### src/rtl/wordle_pkg.sv
// Shared constants, colour codes and FSM state encoding for the Wordle row buffer.
package wordle_pkg;

    localparam int LETTER_W = 5;
    localparam int WORD_LEN = 5;

    localparam logic [LETTER_W-1:0] LETTER_BLANK = 5'd0;
    localparam logic [LETTER_W-1:0] LETTER_MAX   = 5'd26;

    localparam logic [1:0] COL_GREY   = 2'b00;
    localparam logic [1:0] COL_YELLOW = 2'b01;
    localparam logic [1:0] COL_GREEN  = 2'b10;
    localparam logic [1:0] COL_CURSOR = 2'b11;

    typedef enum logic [2:0] {
        ST_IDLE   = 3'd0,
        ST_GREEN  = 3'd1,
        ST_YELLOW = 3'd2,
        ST_COMMIT = 3'd3,
        ST_OVER   = 3'd4
    } state_t;

    // Codes above Z have no letter meaning and are stored as blank.
    function automatic logic [LETTER_W-1:0] sanitize_letter(input logic [LETTER_W-1:0] code);
        if (code > LETTER_MAX) begin
            return LETTER_BLANK;
        end else begin
            return code;
        end
    endfunction

endpackage

### src/rtl/wordle_rise_detect.sv
// Rising-edge detector with one registered copy of the input; suppresses an edge
// for a level already high when reset is released.
module wordle_rise_detect (
    input  logic clk,
    input  logic rst_n,
    input  logic sig,
    output logic rise
);

    logic sig_q;
    logic sig_d;
    logic armed_q;
    logic armed_d;

    // Next-state for the delayed copy and the post-reset arm flag.
    always_comb begin
        sig_d   = sig;
        armed_d = 1'b1;
    end

    // Edge-history registers.
    always_ff @(posedge clk or negedge rst_n) begin
        if (!rst_n) begin
            sig_q   <= 1'b0;
            armed_q <= 1'b0;
        end else begin
            sig_q   <= sig_d;
            armed_q <= armed_d;
        end
    end

    assign rise = armed_q & sig & ~sig_q;

endmodule

### src/rtl/wordle_row_buffer.sv
// Five-slot guess row: captures letters, scores the row against the target with
// Wordle duplicate rules using one sequential comparator, and tracks game progress.
module wordle_row_buffer
    import wordle_pkg::*;
#(
    parameter int MAX_ROWS = 6
) (
    input  logic        clk,
    input  logic        clr_n,
    input  logic        submitted,
    input  logic [2:0]  column,
    input  logic [6:0]  value,
    input  logic        check,
    input  logic [24:0] target_flat,
    output logic [34:0] row_values_flat,
    output logic [34:0] result_flat,
    output logic        result_valid,
    output logic        busy,
    output logic        invalid,
    output logic [2:0]  row_index,
    output logic        solved,
    output logic        game_over
);

    localparam logic [2:0] MAX_ROWS_C = 3'(MAX_ROWS);

    state_t state_q, state_d;
    logic [2:0] idx_i_q, idx_i_d, idx_j_q, idx_j_d;
    logic [WORD_LEN-1:0][LETTER_W-1:0] slots_q, slots_d, target_q, target_d;
    logic [WORD_LEN-1:0][1:0] colour_q, colour_d;
    logic [WORD_LEN-1:0] used_q, used_d;
    logic [34:0] result_q, result_d;
    logic result_valid_q, result_valid_d, busy_q, busy_d, invalid_q, invalid_d;
    logic solved_q, solved_d, game_over_q, game_over_d;
    logic [2:0] row_index_q, row_index_d;

    logic submit_rise_s, check_rise_s;
    logic [LETTER_W-1:0] cmp_guess_s, cmp_target_s;
    logic letters_match_s, all_full_s, all_green_s;
    logic unused_value_s;

    assign unused_value_s = ^value[6:5];

    wordle_rise_detect u_submit_rise (
        .clk  (clk),
        .rst_n(clr_n),
        .sig  (submitted),
        .rise (submit_rise_s)
    );

    wordle_rise_detect u_check_rise (
        .clk  (clk),
        .rst_n(clr_n),
        .sig  (check),
        .rise (check_rise_s)
    );

    // Single shared comparator: GREEN pairs guess[i]/target[i], YELLOW guess[i]/target[j].
    always_comb begin
        cmp_guess_s = slots_q[idx_i_q];
        if (state_q == ST_YELLOW) begin
            cmp_target_s = target_q[idx_j_q];
        end else begin
            cmp_target_s = target_q[idx_i_q];
        end
        letters_match_s = (cmp_guess_s == cmp_target_s);
    end

    // Row-wide summaries: every slot filled, every colour green.
    always_comb begin
        all_full_s  = 1'b1;
        all_green_s = 1'b1;
        for (int k = 0; k < WORD_LEN; k++) begin
            if (slots_q[k] == LETTER_BLANK) begin
                all_full_s = 1'b0;
            end else begin
                all_full_s = all_full_s;
            end
            if (colour_q[k] != COL_GREEN) begin
                all_green_s = 1'b0;
            end else begin
                all_green_s = all_green_s;
            end
        end
    end

    // FSM next-state and datapath updates.
    always_comb begin
        state_d        = state_q;
        idx_i_d        = idx_i_q;
        idx_j_d        = idx_j_q;
        slots_d        = slots_q;
        target_d       = target_q;
        colour_d       = colour_q;
        used_d         = used_q;
        result_d       = result_q;
        row_index_d    = row_index_q;
        solved_d       = solved_q;
        game_over_d    = game_over_q;
        result_valid_d = 1'b0;
        invalid_d      = 1'b0;
        busy_d         = 1'b0;

        case (state_q)
            ST_IDLE: begin
                // A simultaneous check edge is dropped in favour of the write.
                if (submit_rise_s) begin
                    if (column <= 3'd4) begin
                        slots_d[column] = sanitize_letter(value[4:0]);
                    end else begin
                        slots_d = slots_q;
                    end
                end else if (check_rise_s) begin
                    if (!all_full_s) begin
                        invalid_d = 1'b1;
                    end else begin
                        target_d = target_flat;
                        colour_d = '0;
                        used_d   = '0;
                        idx_i_d  = 3'd0;
                        idx_j_d  = 3'd0;
                        busy_d   = 1'b1;
                        state_d  = ST_GREEN;
                    end
                end else begin
                    state_d = ST_IDLE;
                end
            end
            ST_GREEN: begin
                busy_d = 1'b1;
                if (letters_match_s) begin
                    colour_d[idx_i_q] = COL_GREEN;
                    used_d[idx_i_q]   = 1'b1;
                end else begin
                    colour_d = colour_q;
                end
                if (idx_i_q == 3'd4) begin
                    idx_i_d = 3'd0;
                    idx_j_d = 3'd0;
                    state_d = ST_YELLOW;
                end else begin
                    idx_i_d = idx_i_q + 3'd1;
                end
            end
            ST_YELLOW: begin
                busy_d = 1'b1;
                if ((colour_q[idx_i_q] == COL_GREY) && !used_q[idx_j_q] && letters_match_s) begin
                    colour_d[idx_i_q] = COL_YELLOW;
                    used_d[idx_j_q]   = 1'b1;
                end else begin
                    colour_d = colour_q;
                end
                if (idx_j_q == 3'd4) begin
                    idx_j_d = 3'd0;
                    if (idx_i_q == 3'd4) begin
                        idx_i_d = 3'd0;
                        state_d = ST_COMMIT;
                    end else begin
                        idx_i_d = idx_i_q + 3'd1;
                    end
                end else begin
                    idx_j_d = idx_j_q + 3'd1;
                end
            end
            ST_COMMIT: begin
                busy_d         = 1'b1;
                result_valid_d = 1'b1;
                for (int k = 0; k < WORD_LEN; k++) begin
                    result_d[7*k +: 7] = {colour_q[k], slots_q[k]};
                end
                row_index_d = row_index_q + 3'd1;
                solved_d    = all_green_s;
                slots_d     = '0;
                if (all_green_s || ((row_index_q + 3'd1) == MAX_ROWS_C)) begin
                    game_over_d = 1'b1;
                    state_d     = ST_OVER;
                end else begin
                    state_d = ST_IDLE;
                end
            end
            ST_OVER: begin
                game_over_d = 1'b1;
                state_d     = ST_OVER;
            end
            default: begin
                state_d = ST_IDLE;
            end
        endcase
    end

    // State and datapath registers.
    always_ff @(posedge clk or negedge clr_n) begin
        if (!clr_n) begin
            state_q        <= ST_IDLE;
            idx_i_q        <= 3'd0;
            idx_j_q        <= 3'd0;
            slots_q        <= '0;
            target_q       <= '0;
            colour_q       <= '0;
            used_q         <= '0;
            result_q       <= 35'd0;
            result_valid_q <= 1'b0;
            busy_q         <= 1'b0;
            invalid_q      <= 1'b0;
            row_index_q    <= 3'd0;
            solved_q       <= 1'b0;
            game_over_q    <= 1'b0;
        end else begin
            state_q        <= state_d;
            idx_i_q        <= idx_i_d;
            idx_j_q        <= idx_j_d;
            slots_q        <= slots_d;
            target_q       <= target_d;
            colour_q       <= colour_d;
            used_q         <= used_d;
            result_q       <= result_d;
            result_valid_q <= result_valid_d;
            busy_q         <= busy_d;
            invalid_q      <= invalid_d;
            row_index_q    <= row_index_d;
            solved_q       <= solved_d;
            game_over_q    <= game_over_d;
        end
    end

    // Row image for the selection stage: slot letters padded to 7 bits.
    always_comb begin
        row_values_flat = 35'd0;
        for (int k = 0; k < WORD_LEN; k++) begin
            row_values_flat[7*k +: 7] = {2'b00, slots_q[k]};
        end
    end

    assign result_flat  = result_q;
    assign result_valid = result_valid_q;
    assign busy         = busy_q;
    assign invalid      = invalid_q;
    assign row_index    = row_index_q;
    assign solved       = solved_q;
    assign game_over    = game_over_q;

endmodule
### config.mk
export PLATFORM = sky130hd
export DESIGN_NAME = wordle_row_buffer
export DESIGN_NICKNAME = d
export VERILOG_FILES = /design/src/rtl/wordle_pkg.sv /design/src/rtl/wordle_rise_detect.sv /design/src/rtl/wordle_row_buffer.sv
export SDC_FILE = /design/constraint.sdc
export NUM_CORES = 1
export LEC_CHECK = 0
export CAP_MARGIN = 30
export CORE_UTILIZATION = 36
export CTS_BUF_LIST = sky130_fd_sc_hd__clkbuf_2 sky130_fd_sc_hd__clkbuf_4 sky130_fd_sc_hd__clkbuf_8
export CTS_CLUSTER_DIAMETER = 120
export DETAILED_ROUTE_END_ITERATION = 10
export SKIP_CTS_REPAIR_TIMING = 1
export SYNTH_ARGS = -nofsm -noshare
export SYNTH_HDL_FRONTEND = slang
export SYNTH_HIERARCHICAL = 1
export SYNTH_SLANG_ARGS = --single-unit
### constraint.sdc
create_clock -name clk -period 5.7 [get_ports clk]
set_clock_uncertainty 0.1 [all_clocks]
set_input_delay 1.14 -clock clk [delete_from_list [all_inputs] [get_ports clk]]
set_output_delay 1.14 -clock clk [all_outputs]
set_load 0.02 [all_outputs]
* Yosys cells after proc, flatten, opt, wreduce, memory -nomap -nowiden
Cells that the tools add are included.
Widths: inputs -> output; s select.
** Word-level totals
- Bits in registers :: 120
- Input port bits :: 39
- Output and inout bits :: 78
- Word-level logic and storage cells :: 182
** Operators by class
- $add $sub $neg :: 3
- Magnitude comparators :: 8
- Eq/ne operators :: 25
- Multiplexer cells :: 77
- Bitwise logic cells :: 15
- Reductions and logical operators :: 25
** Operators with widths (number)
- $mux 5 :: 14
- $mux 10 :: 5
- $mux 25 :: 2
- $pmux 25 s2 :: 1
- $bmux 5 s3 :: 3
- $mux 3 :: 14
- $pmux 10 s3 :: 1
- $ne 2x2->1 const B :: 13
- $bwmux 25 :: 1
- $logic_not 5->1 :: 5
- $mux 1 :: 22
- $or 5x5->5 :: 4
- $pmux 3 s3 :: 2
- $demux 5 s3 :: 1
- $pmux 3 s5 :: 1
- $pmux 5 s3 :: 1
- $reduce_and 5->1 :: 3
- $eq 3x3->1 const B :: 4
- $lt 3x4->1 const B :: 3
- $and 5x5->5 :: 2
- $not 5->5 :: 2
- $add 3x1->3 const B :: 3
- $ge 3x1->1 const B :: 3
- $bmux 2 s3 :: 1
- 26 further kinds :: 42

* Logic depth before layout (Yosys ltp)
Gate-level depths: netlist of run 1.
- Depth in word-level cells :: 10
- Gate-level depth with buffers :: 11
- Gate-level depth less buffers :: 8

* By module
Netlist of run 1, hierarchy kept.
** Modules (own cells, without submodules)
- wordle_row_buffer :: times used 1, cells an instance 591, area an instance 5941.9 um^2, seq. area each 2927.8 um^2
- wordle_rise_detect :: times used 2, cells an instance 4, area an instance 62.6 um^2, seq. area each 50.0 um^2

* Worst setup path after synthesis of run 1
OpenSTA, ideal clock, no wires.
- Path type :: input -> register
- From :: input port submitted
- To :: register colour_q[5] in the netlist's numbering
- Library setup time :: 0.122 ns
- Data arrival time :: 2.552 ns
- Data required time :: 5.478 ns
- Path slack :: 2.926 ns
- Stages :: 7
- Path buffers :: 1
- Path through :: and3b_1 nor2b_1 a21boi_1 nor3_2 buf_4 o2111ai_1 a32o_1
** On the way
- Cells in the longest elaborated chain, start to end :: 4
** RTL lines
- from (decl) :: RTL line wordle_row_buffer.sv:10 : input logic submitted,
- $and 1x1->1 (2 in series) :: RTL line wordle_rise_detect.sv:32 : assign rise = armed_q & sig & ~sig_q;
- $ne 2x2->1 (no source line)
- $reduce_and 6->1 (no source line)
- to (signal assigned) :: RTL line wordle_row_buffer.sv:214 : colour_q <= colour_d;
- to (decl) :: RTL line wordle_row_buffer.sv:30 : logic [WORD_LEN-1:0][1:0] colour_q, colour_d;
No other way between the ends.
A chain may end at the register's enable or synchronous reset.

* Worst setup path in the final report of run 1
- From :: register state_q[2]
- To :: register colour_q[6] in the netlist's numbering
** On the way
- Cells in the longest elaborated chain, start to end :: 6
- Elaborated cells on any way between the ends :: 14
- Those cells by class :: 8 x eq/ne; 2 x mux; 4 x reduce/logical
** RTL lines
- from (decl) :: RTL line wordle_row_buffer.sv:27 : state_t state_q, state_d;
- from (signal assigned) :: RTL line wordle_row_buffer.sv:209 : state_q <= state_d;
- $eq 3x2->1 :: RTL line wordle_row_buffer.sv:61, wordle_row_buffer.sv:104
- $mux 5 :: RTL line wordle_row_buffer.sv:61 : if (state_q == ST_YELLOW) begin
- $eq 5x5->1 :: RTL line wordle_row_buffer.sv:66 : letters_match_s = (cmp_guess_s == cmp_target_s);
- $logic_and 1x1->1 :: RTL line wordle_row_buffer.sv:147 : if ((colour_q[idx_i_q] == COL_GREY) && !used_q[idx_j_q] && letters_match_s) begin
- $ne 2x1->1 (no source line)
- $reduce_and 6->1 (no source line)
Parallel ways exist; a longest one is shown, timed or not.

==> results.json, run 1 <==
{
  "outcome": "finished, violations left",
  "violations": "design-rule violations",
  "track_usage": 0.190,
  "hp-start": "result_flat[2]",
  "hp-class": "reg -> reg",
  "synth.avg_cell_area_um2": 10.1,
  "fp.dieW_um": 132,
  "num_vias": 4895,
  "cts-root-buf": "clkbuf_8",
  "fmax_ghz": 0.287,
  "core_region_area_um2": 16500,
  "cts_tree": "yes",
  "place_inst": 898,
  "post-route-cell-area_um2": 7690,
  "grt_pass1_wl_um": 25500,
  "use_met2": 0.296,
  "rsz0062_at_grt": "no",
  "reg2reg_slack_ps": 2220,
  "synthFlopType": "dfrtp_1",
  "clock-sinks": 121,
  "hold_viol_final": 0,
  "yosys_warnings": 6,
  "synth_most_common_cell": "nand2_1",
  "p_per_area_nw_per_um2": 223,
  "grt-busiest-layer": "met2",
  "numCtsBuffers": 17,
  "ant_nets": 0,
  "ys_types": 67,
  "htree_levels": 4,
  "endpoint_kind": "register",
  "grt_max_degree": 54,
  "grt.met3_usage": 0.0427,
  "grt_pass1_vias": 4783,
  "ios": 117,
  "synth_top_area_frac": 0.499,
  "nets": 743,
  "worstSkewPairLatency_ps": 440,
  "maxCapViolations": 0,
  "dpl_worst_slack_ps": 2020,
  "min_period_ps": 3480,
  "antenna_found_initial": 0,
  "post_dp_cell_area_um2": 7280,
  "routed_wl_um": 15800,
  "nFillCells": 1539,
  "crit_fanout": 14,
  "cp.required_ps": 5930,
  "drt_iter0_markers": 297,
  "cts.reportedPaths.clkPinSlew_ps": 70,
  "total_power_mw": 1.72,
  "rows": 47,
  "fin_tns_setup_ps": 0,
  "synth_seq_cells": 121,
  "worstPathArrival_ps": 3710,
  "start_util": 0.367,
  "async_flop_share": 1.00,
  "viasPerCell": 5.26,
  "yosys.area.top_type": "dfrtp_1",
  "grt_overflow": 0,
  "fp.dieH_um": 132,
  "gp_congestion": 0.807,
  "cts_max_path_buffers": 2,
  "relSlewSlack": 0.404,
  "grt_use_met1": 0.251,
  "syn2layout_area_growth_pct": 26.8,
  "die_area_um2": 17400,
  "max-vdd-ir-drop_v": 0.000133,
  "dpl.hpwl_um": 11000,
  "crit_path_start": "state_q[2]",
  "post_drt_wl_per_cell_um": 16.9,
  "diodes": 0,
  "synth_top_cells_by_count": "nand2_1 (160), dfrtp_1 (121), o21ai_0 (44)",
  "syn-cell-area_um2": 6070,
  "drt-pass1-iter-count": 8,
  "timing.rr.start": "state_q[2]",
  "power_leakage_nw": 3.40,
  "critical_path_class": "reg -> reg",
  "drc": 1,
  "ys_seq_area_frac": 0.499,
  "finalWorstSetupSlack_ps": 2220,
  "fin_cells": 931,
  "drive_above_1_share": 0.131,
  "synth_edf_count": 0,
  "finalMaxSlewViolations": 0,
  "timing.final.crit_share": 0.610,
  "tightestPinTransition_ps": 894,
  "port_buffers": 104,
  "synth_cells": 599,
  "critPathLaunchType": "register",
  "yosys-top-cells-area": "dfrtp_1 (50%), nand2_1 (9.9%), mux2_2 (4.6%)",
  "setup_viol": 0
}
==> placed cells by master (no fill, tap or decap), types with 4 or more instances in the layout <==
cell type / synthesis / routed
nand2_1: 160 / 160
dfrtp_1: 121 / 121
clkdlybuf4s50_1: 0 / 103
o21ai_0: 44 / 44
nor2_1: 25 / 25
mux2_2: 25 / 25
clkbuf_8: 0 / 18
inv_1: 14 / 14
conb_1: 3 / 12
mux4_2: 11 / 11
mux2i_1: 10 / 10
a21oi_1: 9 / 9
a41o_1: 9 / 9
o22ai_1: 7 / 7
and3_1: 7 / 7
nand3b_1: 6 / 6
or4_1: 6 / 6
nor4_1: 6 / 6
ha_1: 6 / 6
clkbuf_4: 0 / 6
xor2_1: 5 / 5
nor3_1: 5 / 5
a32o_1: 5 / 5
clkinv_2: 0 / 5
buf_4: 13 / 5
nor2b_1: 4 / 4
nand3_1: 4 / 4
a221oi_2: 4 / 4
o2111ai_1: 4 / 4
a31o_1: 4 / 4
==> critical path: stages, from the launching register on <==
cell,delay [ps]
dfrtp_1,550
nor3b_2,720
mux2_4,420
a221oi_2,370
xor2_1,110
nor2_1,430
buf_6,230
nand3_4,140
a31o_2,300
==> report_power, final <==
group	leakage, nW	internal (mW)	switching, mW
clock network	0.215	0.464	0.334
registers	1.58	0.860	0.000241
logic	1.60	0.0256	0.0321
total	3.40	1.35	0.366
==> flip-flops by register name (all words and copies together) (netlist names), 3 cells and up <==
register and cells:
idx_i_q 3, row_values_flat 25, target_q 25, used_q 5
colour_q 10, result_flat 35, row_index 3, idx_j_q 3
state_q 3
==> cell families (layout without fill, tap and decap cells) <==
logic type,Yosys count,count (layout),synth area share
adder cells (fa/ha/maj),6,6,0.0124
other,3,12,0.00186
flip-flops,121,121,0.499
AND/OR/NAND/NOR,248,248,0.192
AO/OA/AOI/OAI,108,108,0.124
XOR/XNOR,8,8,0.0115
multiplexers,48,48,0.111
buffers and inverters,57,160,0.0485
==> worst paths after layout <==
check	to	cells after the start
hold / removal	result_flat[2]	2
setup / recovery	colour_q[6]	8
hold reg to reg	result_flat[2]	2
setup reg to reg	colour_q[6]	8
min in group asynchronous	target_q[19]	1
max in group asynchronous	row_values_flat[17]	3
==> stage by stage <==
stage	util	hold slack (ps)
after global placement	0.436	360
final	0.466	379
after detailed placement	0.440	360
after CTS	0.465	381
after floorplan	-	349
after global routing	0.466	408
==> metal layers <==
layer | part of all wire | vias up
li1 | - | 2285
met1 | 0.44 | 2421
met2 | 0.49 | 165
met3 | 0.053 | 24
met4 | 0.022 | 0
met5 | 0 | -
==> final cells by class <==
cell class	instances	area, um2	area share
clock buffer	23	285	0.0371
clock inverter	9	123	0.0159
sequential	121	3030	0.394
tap	220	275	0.0358
timing repair buffer	113	1150	0.149
multi-input combinational	430	2780	0.361
inverter	15	56.3	0.00732
Note: power is estimated with default switching activity, not from simulation.
==> run 2, diff against run 1 <==
==> constraint.sdc (replaced) <==
create_clock -name clk -period 2.9 [get_ports clk]
set_clock_uncertainty 0.1 [all_clocks]
set_input_delay 0.58 -clock clk [delete_from_list [all_inputs] [get_ports clk]]
set_output_delay 0.58 -clock clk [all_outputs]
set_load 0.02 [all_outputs]
==> run 2 against run 1 <==
  * The run still ends with design-rule violations left
  * Flip-flop and latch count unchanged
  * Global-route usage up 0.63 points
  * Wire length up 3.5%
  * Final cell count up 4.2%
  * Register-to-register slack worse by 2100 ps
  * Worst hold slack worse by 300 ps
  * Die area unchanged
  * Worst setup slack worse by 2100 ps
  * Sequential share of layout area down 1.3 points
  * Total power up 92%
  * Highest routed layer unchanged
==> results.json, run 2 (synthesis results as in run 1) <==
{
  "outcome": "finished, violations left",
  "violations": "design-rule violations",
  "hold_viol_final": 0,
  "switching_share": 0.228,
  "rows": 47,
  "diodes": 0,
  "grt_pass1_wl_um": 26600,
  "finalMaxSlewViolations": 0,
  "post_drt_wl_per_cell_um": 16.8,
  "num_vias": 5046,
  "cp_slowest_cell": "dfrtp_1",
  "reg2reg_slack_ps": 150,
  "viasPerCell": 5.20,
  "grt_overflow": 0,
  "relSlewSlack": 0.509,
  "fin_tns_setup_ps": 0,
  "fp.dieH_um": 132,
  "slowest_delay_ps": 450,
  "htree_levels": 4,
  "gp_congestion": 0.846,
  "clockPowerShare": 0.451,
  "power_leakage_nw": 3.57,
  "grt_max_degree": 53,
  "place_inst": 938,
  "maxCapViolations": 0,
  "drt_iter0_markers": 373,
  "power.net_switching_mw": 0.752,
  "setup_viol": 0,
  "grt_pass1_vias": 4961,
  "final_cell_mix": "nand2_1 (160), dfrtp_1 (119), clkdlybuf4s50_1 (103), buf_4 (46), o21ai_0 (44)",
  "worstPathArrival_ps": 2980,
  "fin_cells": 970,
  "critPathLaunchType": "register",
  "p_int_mw": 2.54,
  "dpl.hpwl_um": 11800,
  "cts-root-buf": "clkbuf_8",
  "port_buffers": 104,
  "antenna_found_initial": 0,
  "fmax_ghz": 0.364,
  "timing.rr.start": "state_q[2]",
  "p_seq_frac": 0.513,
  "max-vdd-ir-drop_v": 0.000232,
  "drive_above_1_share": 0.179,
  "critical_path_class": "reg -> reg",
  "cp.required_ps": 3140,
  "numCtsBuffers": 17,
  "rsz0062_at_grt": "no",
  "syn2layout_area_growth_pct": 31.3,
  "cts_max_path_buffers": 2,
  "ant_nets": 0,
  "fp.dieW_um": 132,
  "die_area_um2": 17400,
  "p_per_area_nw_per_um2": 413,
  "hp-class": "in -> async",
  "layout_commonest_cell": "nand2_1",
  "ios": 117,
  "largest_reg_flops": 35,
  "crit_chain": "nor3b_2 > mux2_4 > a221oi_2 > xor2_1 > nor2_2 > buf_4 > a41o_1 > a31o_2",
  "nets": 782,
  "comb_power_share": 0.035,
  "drt-pass1-iter-count": 8,
  "endpoint_kind": "register",
  "clock-sinks": 121,
  "min_period_ps": 2750,
  "crit_path_start": "state_q[2]",
  "worstSkewPairLatency_ps": 450,
  "track_usage": 0.196,
  "tightestPinTransition_ps": 734,
  "cts_tree": "yes",
  "drc": 1,
  "timing.final.crit_share": 0.948,
  "cts.reportedPaths.clkPinSlew_ps": 70,
  "start_util": 0.367,
  "crit_fanout": 8,
  "core_region_area_um2": 16500,
  "routed_wl_um": 16300
}
run 2: area by class of cell:
| cell class | count | area (um2) |
|---|---|---|
| inverter | 15 | 56.3 |
| clock inverter | 12 | 126 |
| timing repair buffer | 152 | 1440 |
| multi-input combinational | 430 | 2780 |
| fill | 1526 | 8560 |
| tap | 220 | 275 |
| sequential | 121 | 3030 |
| clock buffer | 20 | 263 |
run 2: worst paths after layout:
kind                                       to  depth (start not counted)
min                              target_q[19]                          1
max in group asynchronous  row_values_flat[2]                          2
min reg2reg                    result_flat[6]                          2
max reg2reg                       colour_q[6]                          8
max                               colour_q[6]                          8
min in group clk               result_flat[6]                          2
run 2: per-layer routing:
layer,GRT usage,up-vias,wire length [um]
li1,-,2373,-
met2,0.312,172,7900
met3,0.0473,24,754
met4,0.0691,0,354
met5,0,-,0
met1,0.260,2477,7300
run 2: worst max-delay path: cells and delay by family, from the launching register on:
family                    cells  cell delay, ps
muxes                         1             380
and+or+nand+nor               2             460
xor gates and xnor gates      1             270
buffers and inverters         1             200
AOI/OAI and AO/OA             3             790
DFF                           1             450
run 2: power by group through the flow:
stage / registers, mW / clock network, mW / logic, mW
global route: 1.69 / 1.63 / 0.130
finish: 1.69 / 1.48 / 0.117
detailed placement: 1.72 / 0 / 0.120
CTS: 1.69 / 1.53 / 0.120
floorplan: 1.72 / 0 / 0.0318
global placement: 1.72 / 0 / 0.117
run 2: stage by stage:
step | util | setup slack, ps | total power [mW] | hold WS, ps | cell area (um2)
after floorplan | - | 319 | 1.75 | 184 | 6100
after global placement | 0.458 | 106 | 1.84 | 363 | 7570
after detailed placement | 0.458 | 49.3 | 1.84 | 363 | 7570
after CTS | 0.482 | 28.5 | 3.34 | 90.9 | 7960
after global routing | 0.482 | 58.2 | 3.44 | 115 | 7970
final | 0.482 | 152 | 3.29 | 81.9 | 7970
